==> src/rtl/rf_wb_queue.sv <==
// rf_wb_queue: writeback queue in front of the 32x32 register file.
// Buffers write requests from multi-cycle producers and drains them one per
// cycle into the register file's single write port. It also provides bypass
// lookup for the two decode read ports.
// Optional feature: define RF_WBQ_COALESCE_EN so that a push to a register
// that is already pending overwrites the youngest pending entry in place.
//
// Handshake (valid/ready): a request transfers on a posedge where
// In_valid && In_ready. In_ready depends only on internal state (== !Full).
// A producer holds In_valid/In_Reg/In_data stable until the transfer.
// The drain side has no ready signal. The register file takes the head entry
// on every posedge where W is high, and Stall suppresses W.
module rf_wb_queue #(
    parameter  int DEPTH = 4,
    localparam int CW    = $clog2(DEPTH) + 1,
    localparam int PW    = $clog2(DEPTH)
) (
    input  logic          CLK,
    input  logic          RST_n,
    input  logic          In_valid,
    output logic          In_ready,
    input  logic [4:0]    In_Reg,
    input  logic [31:0]   In_data,
    input  logic          Stall,
    output logic          W,
    output logic [4:0]    W_Reg,
    output logic [31:0]   W_data,
    input  logic [4:0]    R_Reg1,
    input  logic [4:0]    R_Reg2,
    output logic          Hit1,
    output logic          Hit2,
    output logic [31:0]   Fwd_data1,
    output logic [31:0]   Fwd_data2,
    output logic [CW-1:0] Count,
    output logic          Full,
    output logic          Empty
);

    // Entry storage. Every entry at or beyond Count is treated as free, so
    // the arrays themselves need no reset.
    logic [4:0]    reg_mem  [DEPTH];
    logic [31:0]   data_mem [DEPTH];

    logic [PW-1:0] head;
    logic [PW-1:0] tail;
    logic [CW-1:0] count_q;

    logic          push_hs;
    logic          pop;
    logic          coalesce;
    logic          alloc;
    logic          wr_en;
    logic [PW-1:0] wr_idx;
    logic [PW-1:0] byp_idx;

    assign Empty    = (count_q == '0);
    assign Full     = (count_q == CW'(DEPTH));
    assign Count    = count_q;
    assign In_ready = !Full;

    assign W      = !Empty && !Stall;
    assign W_Reg  = Empty ? 5'd0  : reg_mem[head];
    assign W_data = Empty ? 32'd0 : data_mem[head];

    assign push_hs = In_valid && In_ready;
    assign pop     = W;

`ifdef RF_WBQ_COALESCE_EN
    logic          coal_found;
    logic [PW-1:0] coal_idx;
    logic [PW-1:0] coal_sel;

    // Find the youngest valid entry whose register matches the incoming request.
    always_comb begin
        coal_found = 1'b0;
        coal_sel   = '0;
        coal_idx   = '0;
        for (int k = 0; k < DEPTH; k++) begin
            coal_idx = head + PW'(k);
            if (CW'(k) < count_q && reg_mem[coal_idx] == In_Reg) begin
                coal_found = 1'b1;
                coal_sel   = coal_idx;
            end
        end
    end

    // A head entry that leaves this cycle cannot absorb the new value.
    assign coalesce = push_hs && (In_Reg != 5'd0) && coal_found &&
                      !((coal_sel == head) && pop);
    assign wr_idx   = coalesce ? coal_sel : tail;
`else
    assign coalesce = 1'b0;
    assign wr_idx   = tail;
`endif

    // Register 0 is never written, so a request to it completes the handshake without taking an entry.
    assign alloc = push_hs && (In_Reg != 5'd0) && !coalesce;
    assign wr_en = alloc || coalesce;

    // Pointer and occupancy update. A push and a pop in the same cycle leave Count unchanged.
    always_ff @(posedge CLK or negedge RST_n) begin
        if (!RST_n) begin
            head    <= '0;
            tail    <= '0;
            count_q <= '0;
        end else begin
            if (alloc) tail <= tail + PW'(1);
            if (pop)   head <= head + PW'(1);
            count_q <= count_q + CW'(alloc) - CW'(pop);
        end
    end

    // Entry write. The write is either a new allocation at tail or an in-place merge.
    always_ff @(posedge CLK) begin
        if (wr_en) begin
            reg_mem[wr_idx]  <= In_Reg;
            data_mem[wr_idx] <= In_data;
        end
    end

    // Bypass: walk the entries from oldest to youngest so the youngest match wins.
    always_comb begin
        Hit1      = 1'b0;
        Hit2      = 1'b0;
        Fwd_data1 = 32'd0;
        Fwd_data2 = 32'd0;
        byp_idx   = '0;
        for (int k = 0; k < DEPTH; k++) begin
            byp_idx = head + PW'(k);
            if (CW'(k) < count_q) begin
                if (R_Reg1 != 5'd0 && reg_mem[byp_idx] == R_Reg1) begin
                    Hit1      = 1'b1;
                    Fwd_data1 = data_mem[byp_idx];
                end
                if (R_Reg2 != 5'd0 && reg_mem[byp_idx] == R_Reg2) begin
                    Hit2      = 1'b1;
                    Fwd_data2 = data_mem[byp_idx];
                end
            end
        end
    end

endmodule

==> config.mk <==
export PLATFORM = sky130hd
export DESIGN_NAME = rf_wb_queue
export DESIGN_NICKNAME = d
export VERILOG_FILES = /design/src/rtl/rf_wb_queue.sv
export SDC_FILE = /design/constraint.sdc
export NUM_CORES = 1
export LEC_CHECK = 0
export CAP_MARGIN = 40
export CORE_MARGIN = 1.5
export CORE_UTILIZATION = 40
export CTS_BUF_LIST = sky130_fd_sc_hd__clkbuf_4
export DETAILED_ROUTE_END_ITERATION = 10
export GPL_TIMING_DRIVEN = 0
export MAX_ROUTING_LAYER = met4
export PLACE_DENSITY = 0.68
export SLEW_MARGIN = 20
export SYNTH_ARGS = -nofsm -noshare
export SYNTH_HDL_FRONTEND = slang
export SYNTH_SLANG_ARGS = --single-unit
==> constraint.sdc <==
create_clock -name CLK -period 10.5 [get_ports CLK]
set_input_delay 3.15 -clock CLK [delete_from_list [all_inputs] [get_ports CLK]]
set_output_delay 3.15 -clock CLK [all_outputs]
set_load 0.03 [all_outputs]
==> key figures, run 1 <==
Status
  • Outcome: completed

CTS
  • Clock Path Buffers: 2
  • Clock transition at the registers of the reported paths: 0.13 ns
  • Setup Fix Bufs, Post-CTS: 0
  • Count of cells resized by post-cts repair: 0
  • Clock latency at the later pin of the worst-skew pair: 0.60 ns
  • Cts hold-fix bufs: 0
  • Number of buffers inserted during clock tree synthesis: 17
  • Number of clock sinks: 155
  • Clock tree from TritonCTS: done
  • Max H-tree Level: 4
  • Clock tree root buffer cell: clkbuf_4

Setup path
  • Critical Path Start Type: input pin
  • Worst Reg2Reg Path Length in Cells: 10
  • Setup slack, reg-to-reg: 7.47 ns
  • CP endpoint kind: output port
  • CP Max Fanout: 10
  • Startpoint of the most critical register-to-register path: Count[2]
  • Setup CP Type: input pin to output port
  • Data arrival time at the worst-slack endpoint: 6.66 ns
  • Required time of the critical path: 7.35 ns
  • Critical R2R Capture: Count[2]
  • Crit path launch: R_Reg2[1]
  • Worst setup path end: Fwd_data2[9]

Yosys
  • Synthesis Warnings: 0
  • Most instantiated flip-flop cell in the synthesis netlist: edfxtp_1
  • Cell type contributing the most total cell area after synthesis: edfxtp_1
  • Flops & latches, synth: 155
  • Number of enable-type register cells in the synthesized netlist: 148
  • Fraction of the yosys area taken by sequential cells: 40.3%
  • Cell with the most instances after synthesis: edfxtp_1
  • Area fraction of the dominant cell type after synthesis: 38.8%
  • Largest cells by area after synthesis: edfxtp_1 39%, mux2i_1 13%, mux2_2 6.1%
  • Most used standard cells in the synthesized netlist: 148 x edfxtp_1, 144 x mux2i_1, 77 x nand2_1
  • Combined area of all synthesized cells: 11500 µm²
  • Post-Syn Instances: 1038
  • Number of nets in the synthesized netlist: 1098
  • Synthesized area divided by synthesized cell count: 11.0 µm²
  • Post-synth ARST share: 4.52%
  • Unique cell type count in the Yosys netlist: 57

Global routing
  • Via count of the first global-routing pass: 9297
  • Wire length of the first global-routing pass: 54.2 mm
  • Global route total overflow: 0
  • Initial antenna violation count: 3
  • Gr usage total: 25.7%
  • Largest net degree at the start of global routing: 38

Pwr
  • Power per Cell Area: 320 nW/µm²
  • Overall power after layout: 4.41 mW
  • Worst-case vdd ir drop: 0.184 mV
  • Static leakage: 5.13 nW

Placed design
  • GP Congestion: 0.921
  • Number of placed instances, taps included: 1568
  • Placement-stage worst setup slack: 0.882 ns
  • HPWL reported at the end of detailed placement: 25.6 mm
  • Cell area after placement: 13500 µm²
  • Port Buf Inserts: 150

STA
  • Count of endpoints failing setup in the final report: 0
  • Portion of the clock cycle consumed by the worst path in the final layout: 93.4%
  • Fin Clk Skew: 0.0238 ns
  • WHS: 0.647 ns
  • Pins Over Slew Limit: 0
  • Slew at the pin closest to its max-slew limit: 0.880 ns
  • Final worst setup slack: 0.691 ns
  • Setup TNS: 0 ns
  • Max transition margin: 41.3%
  • Fin crit period: 9.81 ns
  • Number of hold violations in the final report: 0
  • Max Clock Freq: 102 MHz
  • RSZ-0062 raised after global routing: no

Final layout
  • Final instance area: 13800 µm²
  • Filler cell count: 2539
  • Fin cells: 1605
  • Final net count: 1271
  • Layout cell share with drive strength beyond 1: 19.9%
  • Area Overhead vs Synth: 20.4%
  • Post-layout utilization of the core: 49.3%

Detailed routing
  • Antenna-violating nets left: 0
  • Pre-Repair DR Iteration Count: 7
  • Average routed wire per standard cell: 22.7 µm
  • Total vias in the final route: 9400
  • Total routed wirelength: 36.5 mm
  • Remaining DRCs: 0
  • DR vias/cell: 5.86
  • First-iteration detailed-routing DRC count: 899

Floorplan
  • Top-Level Pins: 161
  • Core region area: 28000 µm²
  • Die H: 172 µm
  • Number of placement rows: 61
  • Initial core utilization: 40.9%
  • Total Die Area: 29700 µm²
  • Die outline width: 172 µm

Min path
  • Kind of path behind the tightest hold check: flop to flop
  • Hold path startpoint: Count[0]

Flow run
  • Max cap viols: 0
==> power by group <==
group | switching (mW) | leakage [nW] | internal, mW
clock network | 0.249 | 0.166 | 0.151
registers | 0.0642 | 1.44 | 0.817
logic | 1.90 | 3.53 | 1.24
total | 2.21 | 5.13 | 2.20
==> registers in the layout, indices dropped and copies added (netlist names) <==
signal	cells
head	2
Count	3
tail	2
data_mem	128
reg_mem	20
==> kinds of logic (layout without fill, tap and decap cells) <==
family                     after synthesis  count (layout)  synth area share, %
adders and majority gates                9               9                 1.05
and+or+nand+nor                        251             251                 10.6
DFF                                    155             155                 40.3
xor gates and xnor gates                45              45                 3.44
buffers and inverters                  104             290                 4.99
AOI/OAI and AO/OA                      250             250                 17.8
muxes                                  224             224                 21.8
other                                    0               3                    0
==> layout make-up <==
cell class	instances	area, µm²	share of cell area, %
multi-input combinational	779	6280	45.5
sequential	155	4620	33.5
timing repair buffer	154	1540	11.2
buffer	93	523	3.79
tap	378	473	3.43
clock inverter	15	180	1.31
clock buffer	17	128	0.925
inverter	11	48.8	0.354
antenna	3	7.51	0.0544
==> critical path, cell delays in order <==
cell and delay (ns):
clkbuf_1 0.22, nor3_1 0.47, a211o_1 0.20, a21oi_1 0.05
nand4_1 0.14, clkbuf_1 0.44, clkbuf_1 0.54, clkbuf_1 0.52
o22ai_1 0.25, clkdlybuf4s50_1 0.65
==> cells in the final DEF, fill, tap and decap left out, drive strengths merged, types with 2 or more instances in the layout <==
| cell | n |
|---|---|
| dfrtp | 7 |
| buf | 54 |
| a21oi | 39 |
| nand2 | 77 |
| o22ai | 33 |
| a21bo | 32 |
| nor2b | 71 |
| a221oi | 30 |
| mux2i | 148 |
| o2111ai | 2 |
| clkbuf | 58 |
| o2bb2ai | 2 |
| nor3 | 14 |
| nor2 | 70 |
| xnor2 | 24 |
| nor4 | 2 |
| edfxtp | 148 |
| ha | 8 |
| nand3 | 3 |
| a31oi | 2 |
| bufinv | 2 |
| and2 | 7 |
| mux4 | 11 |
| o21ai | 67 |
| a211oi | 37 |
| clkinv | 4 |
| xor2 | 21 |
| mux2 | 65 |
| clkdlybuf4s50 | 150 |
| diode | 3 |
| inv | 19 |
==> metal layers <==
layer  track usage, %  routed length [µm]  vias up
met1             33.9               15900     4569
li1                 -                   -     4239
met5                -                   0        -
met2             38.8               16500      489
met4             12.5                1360        0
met3             3.64                2740      103
==> how the worst min path moves through the flow <==
| stage | slack (ns) | end | depth (start not counted) |
|---|---|---|---|
| 3_5_place_dp | 0.63 | Count[0] | 1 |
| 3_3_place_gp | 0.60 | Count[0] | 1 |
| 6_report | 0.65 | Count[0] | 1 |
| 4_1_cts | 0.66 | Count[0] | 1 |
| 5_1_grt | 0.68 | Count[0] | 1 |
| 2_1_floorplan | 0.58 | tail[1] | 2 |
(Power assumes the default switching activity.)
==> run 2: changes to the inputs <==
CORE_MARGIN = 2   (was 1.5)
==> run 2 against run 1 <==
Net effect: worst hold slack hardly changed; critical path depth stayed put; clock-buffer cell count is 1 higher; power is 0.97% lower; routed wire length is 0.27% lower.
==> key figures, run 2 (synthesized netlist as in run 1, its figures left out) <==
Pwr
  • Static leakage: 5.13 nW (about the same)
  • Worst-case vdd ir drop: 0.221 mV (+20%)
  • Power per Cell Area: 317 nW/µm² (-0.98%)
  • Overall power after layout: 4.37 mW (-0.97%)

STA
  • Portion of the clock cycle consumed by the worst path in the final layout: 93.9% (+0.45 points)
  • Number of hold violations in the final report: 0 (unchanged)
  • Fin Clk Skew: 0.0296 ns (+0.00583 ns)
  • RSZ-0062 raised after global routing: no
  • Slew at the pin closest to its max-slew limit: 0.874 ns (-0.00547 ns)
  • Count of endpoints failing setup in the final report: 0 (unchanged)
  • Setup TNS: 0 ns (unchanged)
  • Max transition margin: 41.7% (+0.36 points)
  • Final worst setup slack: 0.644 ns (-0.0467 ns)
  • Fin crit period: 9.86 ns (+0.0467 ns)
  • Pins Over Slew Limit: 0 (unchanged)
  • Max Clock Freq: 101 MHz (-0.47%)

Final layout
  • Post-layout utilization of the core: 49.3% (about the same)
  • Final net count: 1274 (+0.24%)
  • Largest register by flop count: data_mem
  • Total area of sequential cells: 4620 µm² (unchanged)
  • Filler cell count: 2567 (+1.1%)
  • Area Overhead vs Synth: 20.4% (about the same)
  • Commonest non-fill, non-tap cells in the layout: 150 x clkdlybuf4s50_1, 148 x edfxtp_1, 144 x mux2i_1
  • Commonest non-fill, non-tap cell in the layout: clkdlybuf4s50_1
  • Area used by multi-input combinational logic: 6270 µm² (about the same)
  • Layout cell share with drive strength beyond 1: 20.1% (+0.20 points)
  • Largest register FFs: 128 (unchanged)

CTS
  • Clock tree from TritonCTS: done
  • Clock tree root buffer cell: clkbuf_4
  • Clock Path Buffers: 2 (unchanged)
  • Max H-tree Level: 4 (unchanged)
  • Cts hold-fix bufs: 0 (unchanged)
  • Clock transition at the registers of the reported paths: 0.14 ns (about the same)
  • Number of buffers inserted during clock tree synthesis: 17 (unchanged)
  • Clock latency at the later pin of the worst-skew pair: 0.60 ns (about the same)
  • Setup Fix Bufs, Post-CTS: 0 (unchanged)
  • Count of cells resized by post-cts repair: 0 (unchanged)
  • Number of clock sinks: 155 (unchanged)

Min path
  • Kind of path behind the tightest hold check: flop to flop
  • Hold path startpoint: Count[0]
  • Hold depth: 1 (unchanged)

Status
  • Outcome: completed

Floorplan
  • Number of placement rows: 61 (unchanged)
  • Die outline width: 173 µm (+0.58%)
  • Initial core utilization: 40.9% (unchanged)
  • Core region area: 28000 µm² (unchanged)
  • Top-Level Pins: 161 (unchanged)
  • Total Die Area: 30000 µm² (+1.2%)
  • Die H: 173 µm (+0.58%)

Setup path
  • Number of cells on the critical path: 10 (unchanged)
  • Crit path launch: R_Reg2[1]
  • Critical path's most frequent cell: clkbuf_1
  • Critical Path Start Type: input pin
  • Critical Path Slowest Stage Cell: clkdlybuf4s50_1
  • CP endpoint kind: output port
  • Biggest cell delay along the critical path: 0.65 ns (about the same)
  • Required time of the critical path: 7.35 ns (about the same)
  • Number of buffers and inverters on the critical path: 5 (unchanged)
  • CP Max Fanout: 10 (unchanged)
  • Data arrival time at the worst-slack endpoint: 6.71 ns (+0.05 ns)
  • Startpoint of the most critical register-to-register path: Count[2]
  • Worst Reg2Reg Path Length in Cells: 10 (unchanged)
  • Setup CP Type: input pin to output port
  • Kind of cell adding the most delay to the critical path: buffers and inverters
  • Critical-path cell list: clkbuf_1 -> nor3_1 -> a211o_1 -> a21oi_1 -> nand4_1 -> clkbuf_1 -> clkbuf_1 -> clkbuf_1 -> o22ai_1 -> clkdlybuf4s50_1

Global routing
  • Initial antenna violation count: 3 (unchanged)
  • Via count of the first global-routing pass: 9126 (-1.8%)
  • Wire length of the first global-routing pass: 54.2 mm (about the same)
  • Global route total overflow: 0 (unchanged)
  • Gr usage total: 24.2% (-1.4 points)
  • Largest net degree at the start of global routing: 38 (unchanged)

Placed design
  • GP Congestion: 0.906 (-1.6%)
  • HPWL reported at the end of detailed placement: 26.1 mm (+2.1%)
  • Port Buf Inserts: 150 (unchanged)
  • Placement-stage worst setup slack: 0.828 ns (-0.0536 ns)

Detailed routing
  • DR vias/cell: 5.90 (+0.71%)
  • Total routed wirelength: 36.4 mm (-0.27%)
  • Antenna-violating nets left: 0 (unchanged)
  • Average routed wire per standard cell: 22.6 µm (-0.46%)
  • Pre-Repair DR Iteration Count: 5 (-2)
  • Remaining DRCs: 0 (unchanged)
  • First-iteration detailed-routing DRC count: 916 (+1.9%)
  • Total vias in the final route: 9484 (+0.89%)

Flow run
  • Max cap viols: 0 (unchanged)
==> run 2: worst paths after layout <==
check,end,slack [ns]
min in group asynchronous,Count[0],2.83
worst min register to register,Count[0],0.65
worst min-delay path,Count[0],0.65
worst max register to register,Count[2],7.52
worst max-delay path,Fwd_data2[9],0.64
max in group asynchronous,head[0],7.39
==> run 2: per-stage QoR <==
stage	std cells	hold slack, ns	cell area [µm²]
after detailed placement	1571	0.613	13500
after floorplan	1038	0.580	11500
after global placement	1566	0.594	13400
final	1608	0.648	13800
after CTS	1603	0.644	13800
after global routing	1608	0.670	13800
==> run 2: layout make-up <==
class	count	area share, %
Multi-Input combinational cell	779	45.5
Timing Repair Buffer	157	11.5
Tap cell	378	3.43
Buffer	93	3.79
Inverter	11	0.354
Sequential cell	155	33.5
Antenna cell	3	0.0544
Clock buffer	18	0.979
Clock inverter	14	0.907
==> run 2: routing by layer <==
metal	vias up	wire (µm)	part of all wire, %	track usage [%]
li1	4248	-	-	-
met1	4665	16000	44	31.9
met2	486	16400	45	37.3
met3	85	2800	7.7	3.95
met4	0	1300	3.6	9.85
met5	-	0	0	-
==> run 2: report_power, final <==
part           switching, mW  leakage [nW]  total, mW  internal (mW)
Clock                  0.245         0.145      0.351          0.106
Combinational           1.90          3.55       3.14           1.24
Sequential            0.0636          1.44      0.880          0.816
==> run 3: changes to the inputs <==
clock period = 9.9 ns   (was 10.5 ns; I/O delays follow)
==> results of run 3 <==
The final DEF is identical to that of run 2. Status: completed.
Among the figures that moved: setup slack after placement 0.828 ns -> 0.588 ns; setup slack after layout 0.644 ns -> 0.404 ns; register-to-register setup slack 7.52 ns -> 6.92 ns; total power 4.37 mW -> 4.64 mW; worst IR drop on VDD 0.221 mV -> 0.234 mV
